### src/rtl/upf_power_sequencer.sv
// Power-gating sequencer for one switchable domain: drives clk_en, iso, ret and pwr in a fixed order.
// Optional retention save/restore steps are built only when UPF_SEQ_RETENTION_EN is defined.
module upf_power_sequencer #(
  parameter int STEP_CYCLES   = 2,
  parameter int SETTLE_CYCLES = 4
) (
  input  logic       clk,
  input  logic       reset,
  input  logic       pd_req,
  input  logic       pu_req,
  output logic       ack,
  output logic       busy,
  output logic       clk_en,
  output logic       iso,
  output logic       ret,
  output logic       pwr,
  output logic [3:0] state
);

  localparam logic [3:0] ST_ON      = 4'd0;
  localparam logic [3:0] ST_CLK_OFF = 4'd1;
  localparam logic [3:0] ST_ISO_ON  = 4'd2;
  localparam logic [3:0] ST_SAVE    = 4'd3;
  localparam logic [3:0] ST_PWR_OFF = 4'd4;
  localparam logic [3:0] ST_OFF     = 4'd5;
  localparam logic [3:0] ST_PWR_ON  = 4'd6;
  localparam logic [3:0] ST_RESTORE = 4'd7;
  localparam logic [3:0] ST_ISO_OFF = 4'd8;
  localparam logic [3:0] ST_CLK_ON  = 4'd9;

`ifdef UPF_SEQ_RETENTION_EN
  localparam logic RET_EN = 1'b1;
`else
  localparam logic RET_EN = 1'b0;
`endif

  localparam logic [7:0] STEP_DW   = 8'(STEP_CYCLES);
  localparam logic [7:0] SETTLE_DW = 8'(SETTLE_CYCLES);

  logic [7:0] cnt;
  logic [3:0] next_state;
  logic [3:0] ctl_next;
  logic       dwell_done;
  logic       next_rest;

  // Control vector {clk_en, iso, ret, pwr} held in each state; ret is masked when retention is absent.
  function automatic logic [3:0] controls_for(input logic [3:0] s);
    logic [3:0] c;
    case (s)
      ST_ON:      c = 4'b1001;
      ST_CLK_OFF: c = 4'b0001;
      ST_ISO_ON:  c = 4'b0101;
      ST_SAVE:    c = 4'b0111;
      ST_PWR_OFF: c = 4'b0110;
      ST_OFF:     c = 4'b0110;
      ST_PWR_ON:  c = 4'b0111;
      ST_RESTORE: c = 4'b0101;
      ST_ISO_OFF: c = 4'b0001;
      ST_CLK_ON:  c = 4'b1001;
      default:    c = 4'b1001;
    endcase
    c[1] = c[1] & RET_EN;
    return c;
  endfunction

  always_comb begin
    next_state = state;
    dwell_done = (cnt == ((state == ST_PWR_ON) ? SETTLE_DW : STEP_DW));
    case (state)
      ST_ON:      if (pd_req) next_state = ST_CLK_OFF;
      ST_OFF:     if (pu_req) next_state = ST_PWR_ON;
      ST_CLK_OFF: if (dwell_done) next_state = ST_ISO_ON;
      ST_ISO_ON:  if (dwell_done) next_state = RET_EN ? ST_SAVE : ST_PWR_OFF;
      ST_SAVE:    if (dwell_done) next_state = ST_PWR_OFF;
      ST_PWR_OFF: if (dwell_done) next_state = ST_OFF;
      ST_PWR_ON:  if (dwell_done) next_state = RET_EN ? ST_RESTORE : ST_ISO_OFF;
      ST_RESTORE: if (dwell_done) next_state = ST_ISO_OFF;
      ST_ISO_OFF: if (dwell_done) next_state = ST_CLK_ON;
      ST_CLK_ON:  if (dwell_done) next_state = ST_ON;
      default:    next_state = ST_ON;
    endcase
    next_rest = (next_state == ST_ON) || (next_state == ST_OFF);
    ctl_next  = controls_for(next_state);
  end

  // Outputs are decoded from the next state so they change exactly on state entry.
  always_ff @(posedge clk) begin
    if (!reset) begin
      state  <= ST_ON;
      cnt    <= 8'd0;
      clk_en <= 1'b1;
      iso    <= 1'b0;
      ret    <= 1'b0;
      pwr    <= 1'b1;
      ack    <= 1'b0;
      busy   <= 1'b0;
    end else begin
      state <= next_state;
      if (next_rest)
        cnt <= 8'd0;
      else if (next_state != state)
        cnt <= 8'd1;
      else
        cnt <= cnt + 8'd1;
      {clk_en, iso, ret, pwr} <= ctl_next;
      ack  <= ((state == ST_CLK_ON) && (next_state == ST_ON)) ||
              ((state == ST_PWR_OFF) && (next_state == ST_OFF));
      busy <= !next_rest;
    end
  end

endmodule
### config.mk
export PLATFORM = sky130hd
export DESIGN_NAME = upf_power_sequencer
export DESIGN_NICKNAME = d
export VERILOG_FILES = /design/src/rtl/upf_power_sequencer.sv
export SDC_FILE = /design/constraint.sdc
export NUM_CORES = 1
export LEC_CHECK = 0
export CORE_UTILIZATION = 45
export DETAILED_ROUTE_END_ITERATION = 6
export HOLD_SLACK_MARGIN = 0.1
export PLACE_DENSITY_LB_ADDON = 0.25
export REMOVE_ABC_BUFFERS = 1
export SETUP_SLACK_MARGIN = 0.05
export SLEW_MARGIN = 10
export SYNTH_ARGS = -nofsm -noshare
export SYNTH_HDL_FRONTEND = slang
export SYNTH_SLANG_ARGS = --single-unit
### constraint.sdc
create_clock -name clk -period 2.9 [get_ports clk]
set_input_delay 0.435 -clock clk [delete_from_list [all_inputs] [get_ports clk]]
set_output_delay 0.435 -clock clk [all_outputs]
set_load 0.05 [all_outputs]
==> impl_metrics.json, run 1 <==
{
  "status": "finished, final reports clean",
  "finalSetupTns_ns": 0,
  "drc": 0,
  "synth_edf_count": 0,
  "ctsHoldBuffers": 0,
  "synth_commonest_cells": "17 x dfxtp_1, 14 x nor2_1, 10 x nand3_1",
  "vias": 929,
  "grt_max_degree": 15,
  "fin_skew_ns": 0.00346,
  "port_buffers": 12,
  "ioPinCount": 14,
  "antenna_found_initial": 0,
  "drt_iter0_markers": 15,
  "crit_arrival_ns": 2.55,
  "p_total_uw": 649,
  "dp_slack_ns": 0.462,
  "hold_depth": 1,
  "min_period_ns": 2.38,
  "layout-drive-gt1-share_pct": 12.3,
  "setup_viol": 0,
  "clk_pin_slew_ns": 0.10,
  "p_leak_uw": 0.000446,
  "vias_per_cell": 5.92,
  "endpoint_kind": "flip-flop",
  "synth.area.top_cells": "dfxtp_1 33%, nor2_1 5.1%, nand3_1 4.9%, nor2b_1 4.3%, xnor2_1 3.4%",
  "dieArea_sq_um": 2470,
  "min_period_over_period_pct": 82.2,
  "p_per_area_nw_per_um2": 547,
  "antennaDiodeCount": 0,
  "r2r-end": "cnt[1]",
  "cp-start-kind": "flip-flop",
  "syn_avg_cell_area_sq_um": 8.67,
  "required_ns": 3.06,
  "syn_to_final_growth_pct": 15.8,
  "final_area_sq_um": 1180,
  "clock-sinks": 17,
  "post-synth-top-area-fraction_pct": 33.3,
  "path_class": "flip-flop to flip-flop",
  "max_slew.worst_pin.slew_ns": 0.508,
  "path_max_fanout": 9,
  "wl_per_cell_um": 14.3,
  "min_from": "cnt[0]",
  "dp_hpwl_um": 1720,
  "rr_startpoint": "cnt[3]",
  "max_slew_margin_pct": 66.0,
  "rsz0062_at_grt": "false",
  "clk_latency_ns": 0.29,
  "yosysWarnings": 0,
  "syn-cell-area_sq_um": 1020,
  "final_net_count": 136,
  "fmax_mhz": 420,
  "dieHeight_um": 49.7,
  "synth_ff_type": "dfxtp_1",
  "hold_path_end": "cnt[0]",
  "ff2ff_path_depth": 6,
  "htreeDepth": 1,
  "core_area_sq_um": 2040,
  "yosysSeqAreaShare_pct": 33.3,
  "cts-root-buf": "clkbuf_4",
  "grt_pass1_vias": 897,
  "cts_buffer_depth": 2,
  "post_cts_resized": 0,
  "gr-total-overflow": 0,
  "drt-total-wl_um": 2250,
  "min_path_type": "flip-flop to flip-flop",
  "vdd_drop_max_v": 0.000355,
  "num_rows": 16,
  "async_reset_ff_share_pct": 0,
  "synth_cells": 118,
  "cts_made_buffers": 3,
  "ff2ff_setup_slack_ns": 0.52,
  "grt_pass1_wl_um": 4080,
  "track_usage_pct": 21.6,
  "ys_ff_latch": 17,
  "ant_nets": 0,
  "first_pass_iters": 4,
  "fin_ws_ns": 0.517,
  "hold_viol_final": 0,
  "yosys.area.top_type": "dfxtp_1",
  "synth.most_common_cell": "dfxtp_1",
  "synth_cell_types": 47,
  "cts_tree": "yes",
  "start_util_pct": 50.1,
  "slew_viol_final": 0,
  "die_width_um": 49.7,
  "place.gp.congestion": 0.991,
  "drv_cap": 0,
  "cts_setup_buffers": 0,
  "placed_area_sq_um": 1160
}
[sequential cells by signal, indices dropped and copies added (netlist names)]
name	flops
busy	1
clk_en	1
cnt	8
iso	1
ack	1
pwr	1
state	4
[per-layer routing]
layer | wire length [um] | share of wire (%) | GRT usage, %
met5 | 0 | 0 | 0
met4 | 4 | 0.18 | 5.24
met3 | 153 | 6.8 | 7.10
met2 | 1090 | 48 | 34.5
met1 | 1000 | 44 | 28.0
[worst max-delay path, cell delays in order, from the launching register on]
cell and delay (ns):
dfxtp_1 0.37, nor4_4 0.47, nand2_4 0.11, o31a_1 0.25, a311o_1 0.41, nor4b_4 0.53
nor3_1 0.11
[through the flow]
| stage | hold WS [ns] | util, % | std cells |
|---|---|---|---|
| 2_1_floorplan | 0.495 | - | 114 |
| 3_3_place_gp | 0.524 | 56.7 | 153 |
| 3_5_place_dp | 0.537 | 56.7 | 153 |
| 4_1_cts | 0.549 | 58.0 | 157 |
| 5_1_grt | 0.583 | 58.0 | 157 |
| 6_report | 0.547 | 58.0 | 157 |
[kinds of logic (layout without fill, tap and decap cells)]
| kind of cell | count (synthesis) | count (layout) | synth area share [%] |
|---|---|---|---|
| buf+inv | 8 | 20 | 3.42 |
| simple gates | 60 | 60 | 36.9 |
| other cells | 1 | 1 | 0.366 |
| mux | 2 | 2 | 1.96 |
| compound gates | 22 | 22 | 16.9 |
| flops | 17 | 17 | 33.3 |
| fa+ha+maj | 1 | 1 | 1.22 |
| xor+xnor | 7 | 7 | 5.99 |
[layout by cell type, fill, tap and decap left out, types with 4 or more instances in the layout]
cell	Yosys	layout
clkdlybuf4s50_1	0	12
dfxtp_1	17	17
nand2_1	5	5
nand3_1	10	10
nor2_1	14	14
nor2b_1	7	7
nor3_1	4	4
xnor2_1	4	4
[how the worst max path moves through the flow]
| stage | endpoint | start | cells after the start | slack [ns] |
|---|---|---|---|---|
| 2_1_floorplan | cnt[4] | state[0] | 6 | 0.57 |
| 3_3_place_gp | cnt[4] | pu_req | 7 | 0.48 |
| 3_5_place_dp | cnt[1] | pu_req | 7 | 0.46 |
| 4_1_cts | cnt[1] | cnt[3] | 6 | 0.51 |
| 5_1_grt | cnt[4] | state[1] | 6 | 0.34 |
| 6_report | cnt[1] | cnt[3] | 6 | 0.52 |
[area by class of cell]
cell class | count | area [sq um]
Tap cell | 27 | 33.8
Sequential cell | 17 | 340
Inverter | 4 | 15.0
Timing Repair Buffer | 12 | 120
Fill cell | 203 | 857
Multi-Input combinational cell | 93 | 648
Clock inverter | 1 | 5.00
Clock buffer | 3 | 22.5
[report_power, final]
part	internal (uW)	switching [uW]
registers	255	25.1
clock network	51.3	75.0
logic	87.3	155
No activity file was read; power rests on OpenSTA's default activity.
==> run 2, diff against run 1 <==
==> constraint.sdc (replaced) <==
create_clock -name clk -period 2.5 [get_ports clk]
set_input_delay 0.375 -clock clk [delete_from_list [all_inputs] [get_ports clk]]
set_output_delay 0.375 -clock clk [all_outputs]
set_load 0.05 [all_outputs]
==> impl_metrics.json, run 2 (same netlist as run 1, synthesis figures left out) <==
{
  "p_per_area_nw_per_um2": 616,
  "crit_arrival_ns": 2.46,
  "cp.buffers_inverters": 0,
  "clock-sinks": 17,
  "min_period_ns": 2.29,
  "cpPeakStageDelay_ns": 0.55,
  "die_width_um": 49.7,
  "rr_startpoint": "cnt[3]",
  "dp_hpwl_um": 1830,
  "final_common_cell": "dfxtp_1",
  "cts-root-buf": "clkbuf_4",
  "cts_tree": "yes",
  "vias_per_cell": 5.71,
  "start_util_pct": 50.1,
  "num_rows": 16,
  "mostFrequentLayoutCells": "17 x dfxtp_1, 14 x nor2_1, 12 x clkdlybuf4s50_1",
  "path_class": "flip-flop to flip-flop",
  "cts_setup_buffers": 0,
  "wl_per_cell_um": 14.3,
  "top_regs": "cnt: 8 flops, state: 4 flops",
  "min_period_over_period_pct": 91.7,
  "post_cts_resized": 0,
  "slew_viol_final": 0,
  "ff2ff_path_depth": 6,
  "port_buffers": 12,
  "grt_max_degree": 11,
  "fin_skew_ns": 0.00241,
  "ant_nets": 0,
  "hold_viol_final": 0,
  "fin_ws_ns": 0.209,
  "startpoint": "cnt[3]",
  "required_ns": 2.67,
  "top_register": "cnt",
  "grt_pass1_vias": 914,
  "endpoint_kind": "flip-flop",
  "antenna_found_initial": 0,
  "clk_latency_ns": 0.29,
  "r2r-end": "cnt[4]",
  "vdd_drop_max_v": 0.000419,
  "cts_made_buffers": 3,
  "dieHeight_um": 49.7,
  "drc": 0,
  "max_slew.worst_pin.slew_ns": 0.502,
  "clk_pin_slew_ns": 0.10,
  "syn_to_final_growth_pct": 20.9,
  "place.gp.congestion": 0.993,
  "htreeDepth": 1,
  "rsz0062_at_grt": "false",
  "p_leak_uw": 0.000480,
  "gr-total-overflow": 0,
  "track_usage_pct": 21.9,
  "grt_pass1_wl_um": 4070,
  "ff2ff_setup_slack_ns": 0.21,
  "cp_top_family": "simple AND/OR/NAND/NOR gates",
  "fmax_mhz": 436,
  "ctsHoldBuffers": 0,
  "dp_slack_ns": 0.194,
  "status": "finished, final reports clean",
  "final_net_count": 143,
  "critPathSlowestCell": "nor4b_4",
  "min_path_type": "flip-flop to flip-flop",
  "layout-drive-gt1-share_pct": 16.8,
  "first_pass_iters": 4,
  "finalSetupTns_ns": 0,
  "antennaDiodeCount": 0,
  "crit_chain": "nor4_4 > nand2_4 > o31a_1 > a311o_1 > nor4b_4 > nor4b_1",
  "drt_iter0_markers": 40,
  "hold_depth": 1,
  "vias": 936,
  "dieArea_sq_um": 2470,
  "max_slew_margin_pct": 66.4,
  "drv_cap": 0,
  "cp_num_cells": 6,
  "core_area_sq_um": 2040,
  "fillCellCount": 196,
  "hold_slack_ns": 0.556,
  "setup_viol": 0,
  "ioPinCount": 14,
  "largest_register_ffs": 8,
  "path_max_fanout": 9,
  "drt-total-wl_um": 2340,
  "cp-start-kind": "flip-flop",
  "cts_buffer_depth": 2,
  "endpoint": "cnt[4]"
}
==> run 2: worst min-delay path by stage <==
stage | startpoint | to | slack [ns]
2_1_floorplan | cnt[0] | cnt[0] | 0.49
3_3_place_gp | cnt[0] | cnt[0] | 0.53
3_5_place_dp | cnt[0] | cnt[0] | 0.54
4_1_cts | cnt[0] | cnt[0] | 0.56
5_1_grt | cnt[0] | cnt[0] | 0.58
6_report | cnt[0] | cnt[0] | 0.56
==> run 2: area by class of cell <==
class                           count  area (sq um)  area share (%)
Tap cell                           27          33.8            2.73
Inverter                            4          15.0            1.21
Sequential cell                    17           340            27.5
Timing Repair Buffer               19           173            14.0
Multi-Input combinational cell     93           648            52.4
Clock buffer                        3          22.5            1.82
Clock inverter                      1          5.00           0.404
==> run 2: power breakdown <==
group / switching (uW) / total [uW] / internal (uW)
registers: 24.6 / 320 / 296
clock network: 86.2 / 146 / 59.5
logic: 187 / 297 / 110
total: 298 / 763 / 465
==> run 2: stage by stage <==
stage                     util (%)  cells  instance area [sq um]  power [uW]
after floorplan                  -    114                   1000         533
after global placement        59.3    160                   1210         620
after detailed placement      59.3    160                   1210         625
after CTS                     60.6    164                   1240         769
after global routing          60.6    164                   1240         807
final                         60.6    164                   1240         763
==> run 2: routing by layer <==
| metal | vias to the layer above | routed length (um) | GRT usage, % |
|---|---|---|---|
| met5 | - | 0 | 0 |
| met4 | 0 | 14 | 7.62 |
| li1 | 469 | - | - |
| met2 | 37 | 1180 | 36.5 |
| met1 | 426 | 987 | 26.2 |
| met3 | 4 | 159 | 6.79 |
==> run 3, diff against run 2 <==
==> constraint.sdc (replaced) <==
create_clock -name clk -period 2.4 [get_ports clk]
set_input_delay 0.36 -clock clk [delete_from_list [all_inputs] [get_ports clk]]
set_output_delay 0.36 -clock clk [all_outputs]
set_load 0.05 [all_outputs]
==> impl_metrics.json, run 3 (same netlist as run 1, synthesis figures left out) <==
{
  "ant_nets": 0,
  "dp_hpwl_um": 1800,
  "fin_skew_ns": 0.00372,
  "antenna_found_initial": 0,
  "pwr-share-clk_pct": 18.4,
  "rsz0062_at_grt": "false",
  "fillCellCount": 185,
  "pwr-share-seq_pct": 40.8,
  "clock-sinks": 17,
  "wl_per_cell_um": 15.3,
  "track_usage_pct": 21.7,
  "num_rows": 16,
  "intPower_uw": 494,
  "p_leak_uw": 0.000493,
  "first_pass_iters": 6,
  "grt_pass1_wl_um": 4130,
  "vdd_drop_max_v": 0.000470,
  "final_net_count": 145,
  "final_common_cell": "dfxtp_1",
  "htreeDepth": 1,
  "ioPinCount": 14,
  "p_sw_uw": 316,
  "min_period_over_period_pct": 92.3,
  "drv_cap": 0,
  "required_ns": 2.57,
  "min_path_type": "flip-flop to flip-flop",
  "mostFrequentLayoutCells": "16 x dfxtp_1, 14 x nor2_1, 12 x clkdlybuf4s50_1",
  "cts_tree": "yes",
  "die_width_um": 49.7,
  "drc": 0,
  "setup_viol": 0,
  "max_slew.worst_pin.slew_ns": 0.511,
  "grt_max_degree": 11,
  "cts_buffer_depth": 2,
  "cp-start-kind": "flip-flop",
  "dieHeight_um": 49.7,
  "top_regs": "cnt: 8 flops, state: 4 flops",
  "start_util_pct": 50.1,
  "port_buffers": 12,
  "hold_viol_final": 0,
  "largest_register_ffs": 8,
  "antennaDiodeCount": 0,
  "cts-root-buf": "clkbuf_4",
  "vias_per_cell": 6.13,
  "max_slew_margin_pct": 65.9,
  "fin_util_pct": 61.9,
  "syn_to_final_growth_pct": 23.5,
  "min_period_ns": 2.22,
  "dieArea_sq_um": 2470,
  "clk_pin_slew_ns": 0.09,
  "fmax_mhz": 451,
  "p_per_area_nw_per_um2": 641,
  "crit_arrival_ns": 2.39,
  "top_register": "cnt",
  "finalSetupTns_ns": 0,
  "gr-total-overflow": 0,
  "grt_pass1_vias": 901,
  "slew_viol_final": 0,
  "path_class": "flip-flop to flip-flop",
  "hold_slack_ns": 0.547,
  "drt_iter0_markers": 38,
  "clk_latency_ns": 0.29,
  "multiInputGateArea_sq_um": 658,
  "core_area_sq_um": 2040,
  "vias": 1017,
  "path_max_fanout": 9,
  "cts_made_buffers": 3,
  "ff_latch_area_sq_um": 342,
  "place.gp.congestion": 0.949,
  "endpoint_kind": "flip-flop",
  "layout-drive-gt1-share_pct": 20.9,
  "swShare_pct": 39.0,
  "comb_power_share_pct": 40.8,
  "drt-total-wl_um": 2530,
  "status": "finished, final reports clean"
}
-- run 3: cell count changes in the layout (fill, tap and decap cells not counted), sizes merged --
cell | before | now
buf | 7 | 9
-- run 3: what timing repair did --
item                                    in CTS  in global routing
setup buffers                                0                  1
hold buffers                                 0                  0
resized for setup                            0                  4
endpoints found under the setup margin       0                  2
-- run 3: power by group through the flow --
| stage | Clock [uW] | Sequential, uW | Combinational (uW) |
|---|---|---|---|
| after floorplan | 0 | 403 | 152 |
| after global placement | 0 | 335 | 317 |
| after detailed placement | 0 | 337 | 319 |
| after CTS | 154 | 330 | 321 |
| after global routing | 169 | 334 | 355 |
| final | 149 | 331 | 331 |
-- run 3: area by class of cell --
cell class                      count  area share [%]
Clock inverter                      1           0.396
Tap cell                           27            2.67
Clock buffer                        3            1.78
Multi-Input combinational cell     93            52.1
Timing Repair Buffer               21            14.9
Sequential cell                    17            27.0
Inverter                            4            1.19
-- run 3: critical path, cell delays in order (launching register included) --
cell and delay [ns]:
dfxtp_1 0.36, nor4_4 0.42, nand2_4 0.12, o31a_1 0.25, a311o_1 0.42, nor4b_4 0.27, buf_4 0.20, a211oi_1 0.06
-- run 3: layer usage --
| metal | share of wire (%) | global-route usage [%] | vias to the layer above |
|---|---|---|---|
| li1 | - | - | 477 |
| met1 | 41 | 28.4 | 470 |
| met2 | 48 | 34.9 | 64 |
| met3 | 9.2 | 6.48 | 6 |
| met4 | 0.99 | 4.29 | 0 |
| met5 | 0 | 0 | - |
-- run 3: worst paths after layout --
check        startpoint     end  slack, ns  cells after the start
max              cnt[6]  cnt[0]       0.18                      7
min              cnt[0]  cnt[0]       0.55                      1
max reg2reg      cnt[6]  cnt[0]       0.18                      7
min reg2reg      cnt[0]  cnt[0]       0.55                      1
-- run 3: metrics by stage --
stage / power (uW) / instance area (sq um) / instances / setup slack, ns
floorplan: 555 / 1000 / 114 / 0.0681
global placement: 652 / 1220 / 161 / 0.221
detailed placement: 656 / 1220 / 161 / 0.175
global route: 858 / 1260 / 166 / 0.0383
CTS: 805 / 1240 / 165 / 0.166
finish: 810 / 1260 / 166 / 0.184
